**config.mk**
```make
export PLATFORM = sky130hd
export DESIGN_NAME = ps2_note_decoder_flat
export DESIGN_NICKNAME = d
export VERILOG_FILES = /design/src/rtl/ps2_note_decoder_if.sv /design/src/rtl/ps2_note_decoder.sv /design/src/flat_wrapper.sv
export SDC_FILE = /design/constraint.sdc
export NUM_CORES = 1
export LEC_CHECK = 0
export BUFFER_PORTS_ARGS = -buffer_cell sky130_fd_sc_hd__buf_2
export CAP_MARGIN = 20
export CORE_ASPECT_RATIO = 0.8
export CORE_UTILIZATION = 33
export CTS_BUF_LIST = sky130_fd_sc_hd__clkbuf_2
export CTS_CLUSTER_SIZE = 20
export DETAILED_ROUTE_END_ITERATION = 8
export SLEW_MARGIN = 20
export SYNTH_ARGS = -nofsm -noshare
export SYNTH_HDL_FRONTEND = slang
export SYNTH_SLANG_ARGS = --single-unit
export TNS_END_PERCENT = 1
```
**constraint.sdc**
```tcl
create_clock -name clock -period 3.5 [get_ports clock]
set_input_delay 0.175 -clock clock [delete_from_list [all_inputs] [get_ports clock]]
set_output_delay 0.175 -clock clock [all_outputs]
set_load 0.01 [all_outputs]
```
**src/rtl/ps2_note_decoder_if.sv**
```systemverilog
// PS/2 byte stream in, held-note status out, between keyboard controller and tone generator.
// DEPTH must match the decoder so stack_count has the right width.
interface ps2_note_decoder_if #(
    parameter int DEPTH = 4
);
    localparam int CW = $clog2(DEPTH + 1);

    logic [7:0]    ps2_key_data;
    logic          ps2_key_pressed;
    logic [7:0]    note_select;
    logic          note_active;
    logic          note_changed;
    logic [CW-1:0] stack_count;

    modport master (
        output ps2_key_data,
        output ps2_key_pressed,
        input  note_select,
        input  note_active,
        input  note_changed,
        input  stack_count
    );

    modport slave (
        input  ps2_key_data,
        input  ps2_key_pressed,
        output note_select,
        output note_active,
        output note_changed,
        output stack_count
    );
endinterface

```
**src/rtl/ps2_note_decoder.sv**
```systemverilog
// Scan-code stream to "currently held note" decoder with a last-pressed-priority key stack.
// Optional macro NOTE_FILTER_EN: only the 36 note keys are accepted as make codes.
module ps2_note_decoder #(
    parameter int DEPTH = 4
) (
    input logic           clock,
    input logic           reset,
    ps2_note_decoder_if.slave bus
);
    localparam int CW = $clog2(DEPTH + 1);

    typedef enum logic [2:0] {IDLE, BREAK, EXT, EXT_BREAK, SKIP} state_t;

    state_t        state;
    logic [2:0]    skip_count;
    logic [7:0]    stack [DEPTH];
    logic [CW-1:0] count;
    logic [7:0]    note_select_q;
    logic          note_active_q;
    logic          note_changed_q;

    logic [7:0]    code;
    logic          note_ok;
    logic          code_ignored;
    logic          do_push;
    logic          do_remove;
    logic          found;
    logic [CW-1:0] found_idx;
    logic [7:0]    stack_nx [DEPTH];
    logic [CW-1:0] count_nx;
    logic [7:0]    next_top;

    assign code = bus.ps2_key_data;

`ifdef NOTE_FILTER_EN
    function automatic logic is_note(input logic [7:0] c);
        case (c)
            8'h15, 8'h1E, 8'h1D, 8'h26, 8'h24, 8'h2D, 8'h2E, 8'h2C, 8'h36,
            8'h35, 8'h3D, 8'h3C, 8'h43, 8'h46, 8'h44, 8'h45, 8'h4D, 8'h54,
            8'h55, 8'h5B, 8'h1C, 8'h1A, 8'h1B, 8'h22, 8'h21, 8'h2B, 8'h2A,
            8'h34, 8'h32, 8'h31, 8'h3B, 8'h3A, 8'h42, 8'h41, 8'h4B, 8'h49:
                return 1'b1;
            default:
                return 1'b0;
        endcase
    endfunction

    assign note_ok = is_note(code);
`else
    assign note_ok = 1'b1;
`endif

    // Controller status/ack bytes that must never be mistaken for key presses
    always_comb begin
        case (code)
            8'h00, 8'hAA, 8'hEE, 8'hFA, 8'hFC, 8'hFE, 8'hFF: code_ignored = 1'b1;
            default:                                         code_ignored = 1'b0;
        endcase
    end

    always_comb begin
        do_push   = 1'b0;
        do_remove = 1'b0;
        if (bus.ps2_key_pressed) begin
            case (state)
                IDLE:    do_push = (code != 8'hF0) && (code != 8'hE0) && (code != 8'hE1)
                                   && !code_ignored && note_ok;
                BREAK:   do_remove = 1'b1;
                default: ;
            endcase
        end
    end

    always_comb begin
        found     = 1'b0;
        found_idx = '0;
        for (int i = 0; i < DEPTH; i++) begin
            if (!found && (CW'(i) < count) && (stack[i] == code)) begin
                found     = 1'b1;
                found_idx = CW'(i);
            end
        end
    end

    // Entry 0 is the oldest key; the newest held key sits at index count-1
    always_comb begin
        stack_nx = stack;
        count_nx = count;
        if (do_push && !found) begin
            if (count == CW'(DEPTH)) begin
                for (int i = 0; i < DEPTH - 1; i++) begin
                    stack_nx[i] = stack[i + 1];
                end
                stack_nx[DEPTH - 1] = code;
            end else begin
                for (int i = 0; i < DEPTH; i++) begin
                    if (CW'(i) == count) begin
                        stack_nx[i] = code;
                    end
                end
                count_nx = count + CW'(1);
            end
        end else if (do_remove && found) begin
            for (int i = 0; i < DEPTH - 1; i++) begin
                if (CW'(i) >= found_idx) begin
                    stack_nx[i] = stack[i + 1];
                end
            end
            stack_nx[DEPTH - 1] = 8'h00;
            count_nx = count - CW'(1);
        end
    end

    always_comb begin
        next_top = 8'h00;
        for (int i = 0; i < DEPTH; i++) begin
            if ((count_nx != '0) && (CW'(i) == count_nx - CW'(1))) begin
                next_top = stack_nx[i];
            end
        end
    end

    always_ff @(posedge clock) begin
        if (!reset) begin
            state          <= IDLE;
            skip_count     <= 3'd0;
            count          <= '0;
            for (int i = 0; i < DEPTH; i++) begin
                stack[i] <= 8'h00;
            end
            note_select_q  <= 8'h00;
            note_active_q  <= 1'b0;
            note_changed_q <= 1'b0;
        end else begin
            stack          <= stack_nx;
            count          <= count_nx;
            note_select_q  <= next_top;
            note_active_q  <= (count_nx != '0);
            note_changed_q <= (next_top != note_select_q);
            if (bus.ps2_key_pressed) begin
                case (state)
                    IDLE: begin
                        if (code == 8'hF0) begin
                            state <= BREAK;
                        end else if (code == 8'hE0) begin
                            state <= EXT;
                        end else if (code == 8'hE1) begin
                            state      <= SKIP;
                            skip_count <= 3'd7;
                        end
                    end
                    BREAK:     state <= IDLE;
                    EXT:       state <= (code == 8'hF0) ? EXT_BREAK : IDLE;
                    EXT_BREAK: state <= IDLE;
                    // Pause key: E1 followed by seven more bytes that carry no note
                    SKIP: begin
                        if (skip_count == 3'd1) begin
                            state <= IDLE;
                        end
                        skip_count <= skip_count - 3'd1;
                    end
                    default:   state <= IDLE;
                endcase
            end
        end
    end

    assign bus.note_select  = note_select_q;
    assign bus.note_active  = note_active_q;
    assign bus.note_changed = note_changed_q;
    assign bus.stack_count  = count;
endmodule
```
**src/flat_wrapper.sv**
```systemverilog
// flat-port wrapper written by rule: the top's interface ports become plain ports
module ps2_note_decoder_flat 
#(
    parameter int DEPTH = 4
)
  (clock, reset, bus_ps2_key_data, bus_ps2_key_pressed, bus_note_select, bus_note_active, bus_note_changed, bus_stack_count);
  ps2_note_decoder_if #(.DEPTH(DEPTH)) bus_i ();
  input logic clock;
  input logic reset;
  input wire logic [$bits(bus_i.ps2_key_data)-1:0] bus_ps2_key_data;
  input wire logic [$bits(bus_i.ps2_key_pressed)-1:0] bus_ps2_key_pressed;
  output wire logic [$bits(bus_i.note_select)-1:0] bus_note_select;
  output wire logic [$bits(bus_i.note_active)-1:0] bus_note_active;
  output wire logic [$bits(bus_i.note_changed)-1:0] bus_note_changed;
  output wire logic [$bits(bus_i.stack_count)-1:0] bus_stack_count;
  assign bus_i.ps2_key_data = bus_ps2_key_data;
  assign bus_i.ps2_key_pressed = bus_ps2_key_pressed;
  assign bus_note_select = bus_i.note_select;
  assign bus_note_active = bus_i.note_active;
  assign bus_note_changed = bus_i.note_changed;
  assign bus_stack_count = bus_i.stack_count;
  ps2_note_decoder #(.DEPTH(DEPTH)) u_core (.clock(clock), .reset(reset), .bus(bus_i));
endmodule
```
* Word-level counts from Yosys, hierarchy flattened
Cells that the tools add are included.
** Storage, ports and cells
- Word-level logic and storage cells :: 123
- Input bits :: 11
- Register bits :: 51
- Output and inout port bits :: 13
** Cells by class
- Reduce and logical (&&, ||, !) cells :: 30
- Equality and inequality tests :: 33
- Multiplexer cells :: 39
- $lt $le $gt $ge :: 7
- Add/sub/neg operators :: 4
** Operators with widths (count)
- 32-bit two-way mux :: 3
- 8-bit two-way mux :: 11
- 8-bit equality test (second input constant) :: 9
- 8-bit equality test :: 4
- 3-bit two-way mux :: 10
- 8-bit inequality test (second input constant) :: 3
- 1-bit logical AND :: 16
- 2-bit by 3-bit equality test with 1-bit output (first input constant) :: 4
- 1-bit two-way mux :: 10
- 3-bit zero test :: 3
- 3-bit case mux with 3 select lines :: 1
- 3-bit by 1-bit subtractor with 3-bit output (second input constant) :: 3
- 8-bit zero test :: 1
- 8-bit inequality test :: 1
- 7-bit OR reduction :: 1
- 1-bit by 3-bit equality test with 1-bit output (first input constant) :: 2
- 3-bit by 1-bit equality test with 1-bit output (second input constant) :: 2
- 3-bit equality test (second input constant) :: 2
- 1-bit by 3-bit less-than comparator with 1-bit output (first input constant) :: 2
- 2-bit by 3-bit less-than comparator with 1-bit output (first input constant) :: 2
- 2-bit two-way mux :: 3
- 3-bit case mux with 2 select lines :: 1
- 1-bit zero test :: 5
- 5-bit AND reduction :: 1
- other kinds (10) :: 13

* Depth between registers and ports, before layout
- Depth after elaboration :: 26
- Gate-level depth with buffers :: 17
- Mapped depth without buffers :: 12

* Worst setup path after synthesis
OpenSTA, ideal clock, no wires.
- Path kind :: register to register
- Start point :: register u_core.count[1] (netlist: u_core.bus.stack_count[1])
- End point :: register u_core.note_changed_q (netlist: u_core.bus.note_changed)
- Library setup time :: 138 ps
- Data required time :: 3362 ps
- Arrival :: 3250 ps
- Buffers on the path :: 3
- Slack :: 112 ps
- Clock period less this slack :: 3388 ps
- Stages on the path, launching flop included :: 16
- Path through :: dfxtp_1 > inv_1 > ha_1 > a2111o_1 > and2_1 > buf_2 > nand4_1 > a21oi_1 > or2_1 > buf_6 > buf_8 > a211o_1 > a31o_1 > xor2_1 > nor4_2 > a41oi_1
** On the way
- Cells in the longest elaborated chain, start to end :: 26
- Elaborated cells on any way between the ends :: 62
- Classes of those cells :: 3 x add/sub; 7 x order compare; 8 x eq/ne; 24 x mux; 20 x reduce/logical
** RTL lines
- start: declaration :: line ps2_note_decoder.sv:17 : logic [CW-1:0] count;
- start signal: assignment :: line ps2_note_decoder.sv:136 : count <= count_nx;
- 1-bit by 3-bit less-than comparator with 1-bit output :: line ps2_note_decoder.sv:78 : if (!found && (CW'(i) < count) && (stack[i] == code)) begin
- 1-bit logical AND :: line ps2_note_decoder.sv:78
- 1-bit two-way mux :: line ps2_note_decoder.sv:78
- 1-bit zero test :: line ps2_note_decoder.sv:78
- 1-bit logical AND (2 in a row) :: line ps2_note_decoder.sv:78
- 1-bit two-way mux :: line ps2_note_decoder.sv:78
- 1-bit zero test :: line ps2_note_decoder.sv:78
- 1-bit logical AND (2 in a row) :: line ps2_note_decoder.sv:78
- [6 not listed]
- 3-bit two-way mux or 1-bit logical AND (tied branches) :: line ps2_note_decoder.sv:103, ps2_note_decoder.sv:89
- 3-bit two-way mux :: line ps2_note_decoder.sv:89 : if (do_push && !found) begin
- 3-bit by 1-bit subtractor with 3-bit output :: line ps2_note_decoder.sv:117 : if ((count_nx != '0) && (CW'(i) == count_nx - CW'(1))) begin
- 3-bit zero test :: line ps2_note_decoder.sv:117
- 1-bit logical AND :: line ps2_note_decoder.sv:117
- 8-bit two-way mux (3 in a row) :: line ps2_note_decoder.sv:117
- 8-bit two-way mux * :: line ps2_note_decoder.sv:117
- 8-bit inequality test * :: line ps2_note_decoder.sv:139 : note_changed_q <= (next_top != note_select_q);
- end signal: assignment :: line ps2_note_decoder.sv:139
- end: declaration :: line ps2_note_decoder.sv:20 : logic note_changed_q;
Every way passes the cells marked *; elsewhere a longest branch is shown, timed or not.
A chain may end at the register's enable or synchronous reset.

* Final worst setup path
- Start point :: register u_core.stack[10] in the netlist's numbering
- End point :: register u_core.note_changed_q (netlist: u_core.bus.note_changed)
** On the way
- Cells in the longest elaborated chain, start to end :: 18
- Elaborated cells on any way between the ends :: 39
- Classes of those cells :: 1 x add/sub; 3 x order compare; 5 x eq/ne; 17 x mux; 13 x reduce/logical
** RTL lines
- start: declaration :: line ps2_note_decoder.sv:16 : logic [7:0] stack [DEPTH];
- start signal: assignment :: line ps2_note_decoder.sv:135 : stack <= stack_nx;
- 8-bit equality test :: line ps2_note_decoder.sv:78
- 1-bit logical AND :: line ps2_note_decoder.sv:78
- 1-bit two-way mux :: line ps2_note_decoder.sv:78
- 1-bit zero test :: line ps2_note_decoder.sv:78
- 1-bit logical AND (2 in a row) :: line ps2_note_decoder.sv:78
- 1-bit two-way mux :: line ps2_note_decoder.sv:78
- 1-bit logical AND or 1-bit zero test (tied branches) :: line ps2_note_decoder.sv:103, ps2_note_decoder.sv:89
- 3-bit two-way mux or 1-bit logical AND (tied branches) :: line ps2_note_decoder.sv:103, ps2_note_decoder.sv:89
- 3-bit two-way mux :: line ps2_note_decoder.sv:89
- 3-bit by 1-bit subtractor with 3-bit output :: line ps2_note_decoder.sv:117
- 3-bit zero test :: line ps2_note_decoder.sv:117
- 1-bit logical AND :: line ps2_note_decoder.sv:117
- 8-bit two-way mux (3 in a row) :: line ps2_note_decoder.sv:117
- 8-bit two-way mux * :: line ps2_note_decoder.sv:117
- 8-bit inequality test * :: line ps2_note_decoder.sv:139
Marks and branches as above.

==> key figures <==
Synthesis
  • Main synth FF type: dfxtp_1
  • Seq/Total Area, Yosys: 0.2577
  • Largest cells by area after synthesis: dfxtp_1, mux2i_1, xnor2_1, nor2_1, xor2_1
  • Yosys top cell area share: 0.2577
  • Post-synthesis cell count: 486
  • Synthesis Warnings: 0
  • Mapped Area: a little under 4000 sq um
  • Unique masters post-synth: 67
  • Asr flop ratio synth: 0
  • Syn avg cell area: 8.153 sq um
  • Syn nets: 504
  • Seq cells post-synth: 51
  • Number of flops mapped to enable cells by yosys: 0
  • Yosys top cell by area: dfxtp_1

Power
  • Static leakage: ~2.0 nW
  • P per Cell Area: 393.3 nW/um^2
  • Maximum VDD drop: 160.2 uV
  • Switch Pwr: 716.4 uW
  • Clock power share: 0.176
  • Combinational share of power: 0.449
  • Power share of the sequential group: 0.375
  • Switching Fraction: 0.3829
  • Design Power: 1.871 mW
  • Int Power: 1.155 mW

Cells and area
  • Layout area overhead: 20.05%
  • FILL cells: approximately 1200
  • Final non-filler cell total: 697
  • Diode count: 0
  • Fraction of layout cells with a size suffix above 1: 0.2914
  • Fin util: 0.4099
  • Layout net count: 567

Place
  • Dpl cells: 688
  • IO Port Bufs: 23
  • Routability cong.: 0.8917
  • HPWL after DPL: 9.806 mm

Drt
  • DRT Wirelength: 12.81 mm
  • ANT nets after route: 0
  • Routed vias/inst: 5.580
  • Avg WL per Cell: 18.38 um
  • Via count: 3889
  • DRT iter0 DRCs: 321
  • Residual DRC: 0
  • First-pass iteration count of the detailed router: 5

Floorplanning
  • Top-level I/O count: 24
  • Die Wd: 124.5 um
  • Rows: 35
  • Core area: 11600 sq um
  • Initial Utilization: 0.3415
  • Die ar.: 12450 sq um
  • DIE HEIGHT: 100.0 um

Worst setup path
  • Worst Path Required: 3890 ps
  • Crit. End Element: flop
  • Kind of critical path: reg -> reg
  • CP max FO: 8
  • CP peak stage delay: 390 ps
  • Startpoint types: flop
  • Worst Path Arrival: 3760 ps
  • Ordered cell list for the critical path: xnor2_1 > nand4_1 > nor4_4 > nor2_2 > a211oi_1 > a311oi_2 > buf_4 > o211ai_1 > buf_4 > o22ai_1 > a31o_2 > xor2_1 > nor4_2 > a41oi_1
  • Top cell by count, worst path: buf_4
  • CP max-delay cell: dfxtp_1
  • Reg2Reg Depth: 14

STA
  • Least-Margin Pin Slew: between 500 and 600 ps
  • Hold Fails Final Rpt: 0
  • Hold slack: 80.80 ps
  • Setup violators final: 0
  • Fin crit period: 3365 ps
  • Worst slew margin: 0.6311
  • Clk_skew: 30.71 ps
  • Final period utilization: 0.9613
  • Final Max Tran Viols: 0
  • Setup TNS: 0 ps
  • Maximum clock rate: 297.2 MHz

Clock tree
  • CTS tree: built
  • CTS HTree Levels: 2
  • Clk buf depth: 2
  • Clk Latency, worst-skew pair: a little under 500 ps
  • CTS buffer count: 5
  • Clock root buffer: clkbuf_2
  • Clk slew on worst S/H paths: ~270 ps
  • # clock sinks: 51

Global route
  • Gr ovfl total: 0
  • Vias in the first global route: about 3800
  • First-pass GRT wire length: 20.89 mm
  • Largest net degree at the start of global routing: 28
  • GRT Overall Usage: 0.2120
  • Antenna violations before repair: 0

Hold path
  • HP Class: in -> reg
  • Hold path cells: 4

Flow run
  • Max-cap violation count: 0

Outcome
  • Status: finished clean
cell usage in the layout, fill, tap and decap left out, types with 18 or more instances in the layout:
| cell | n |
|---|---|
| buf_2 | 23 |
| o21ai_0 | 29 |
| nor2_1 | 46 |
| xor2_1 | 18 |
| xnor2_1 | 22 |
| nand2_1 | 35 |
| a21oi_1 | 22 |
| dfxtp_1 | 38 |
| mux2i_1 | 41 |
| buf_4 | 67 |
registers in the layout (all words and copies together) (netlist names):
name and flops:
u_core.stack 32, u_core.bus.note_select 8, u_core.bus.stack_count 3, u_core.skip_count 3, u_core.state 3, u_core.bus.note_active 1, u_core.bus.note_changed 1
worst max-delay path: cells and delay by family (launching register included):
family                 cells  cell delay [ps]
AO/OA/AOI/OAI              6             1000
XOR/XNOR                   2              350
buffers and inverters      2              380
flip-flops                 1              390
AND/OR/NAND/NOR            4             1130
layer usage:
metal  track usage  wire length, um  up-vias
li1              -                -     1888
met1        0.2961             6316     1854
met2        0.3370             5568      125
met3       0.02878              657       22
met4       0.06951              267        0
met5             0                0        -
path summary, 6_finish.rpt:
kind | start | end | slack [ps]
worst max register to register | u_core.stack[10]$_SDFF_PN0_ | u_core.bus.note_changed$_SDFF_PN0_ | 140
worst min-delay path | bus_ps2_key_pressed | u_core.state[0]$_SDFFE_PN0P_ | 80
worst min register to register | u_core.skip_count[1]$_SDFFE_PN0P_ | u_core.skip_count[1]$_SDFFE_PN0P_ | 530
worst max-delay path | u_core.stack[10]$_SDFF_PN0_ | u_core.bus.note_changed$_SDFF_PN0_ | 140
power by group through the flow:
stage          sequential, mW  clock (mW)  combinational (mW)
2_1_floorplan           0.715           0               0.519
3_3_place_gp            0.708           0               0.808
3_5_place_dp            0.709           0               0.814
4_1_cts                 0.701       0.346               0.822
5_1_grt                 0.711       0.363               0.913
6_report                0.701       0.329               0.841
cell families (layout without fill, tap and decap cells):
kind of cell / count (synthesis) / after routing / synth area share
buf+inv: 48 / 111 / 0.05936
compound gates: 118 / 118 / 0.2034
flops: 51 / 51 / 0.2577
simple gates: 165 / 165 / 0.2198
fa+ha+maj: 8 / 8 / 0.02494
xor+xnor: 41 / 41 / 0.09062
mux: 55 / 55 / 0.1443
synthesized netlist by cell type (all sizes together), types with 8 or more instances:
master and count:
dfxtp 51, nor2 50, mux2i 41, nand2 36, o21ai 31, a21oi 24, xnor2 23, clkbuf 19
buf 18, xor2 18, mux2 14, a211oi 12, nor4 12, nand3 11, inv 10, and2 8
nor2b 8, or2 8
metrics by stage:
stage	setup WS (ps)	area (sq um)
2_1_floorplan	111.7	3963
3_3_place_gp	-187.7	4592
3_5_place_dp	-162.3	4592
4_1_cts	7.200	4683
5_1_grt	-8.261	4757
6_report	135.3	4757
what timing repair did:
item	in CTS	in global routing
resized for setup	11	22
pin swaps	2	9
buffers inserted	0	1
setup endpoints to repair	1	1
hold buffers	0	1
gates cloned	0	0
endpoints found under the hold margin	0	1
layout make-up:
class	instances	area (sq um)	share of cell area
clock buffer	5	25.02	0.005260
clock inverter	2	37.54	0.007891
inverter	11	41.29	0.008680
multi-input combinational	387	2761	0.5805
sequential	51	1047	0.2201
tap	148	185.2	0.03893
timing repair buffer	93	659.4	0.1386
Note: power is estimated with default switching activity, not from simulation.
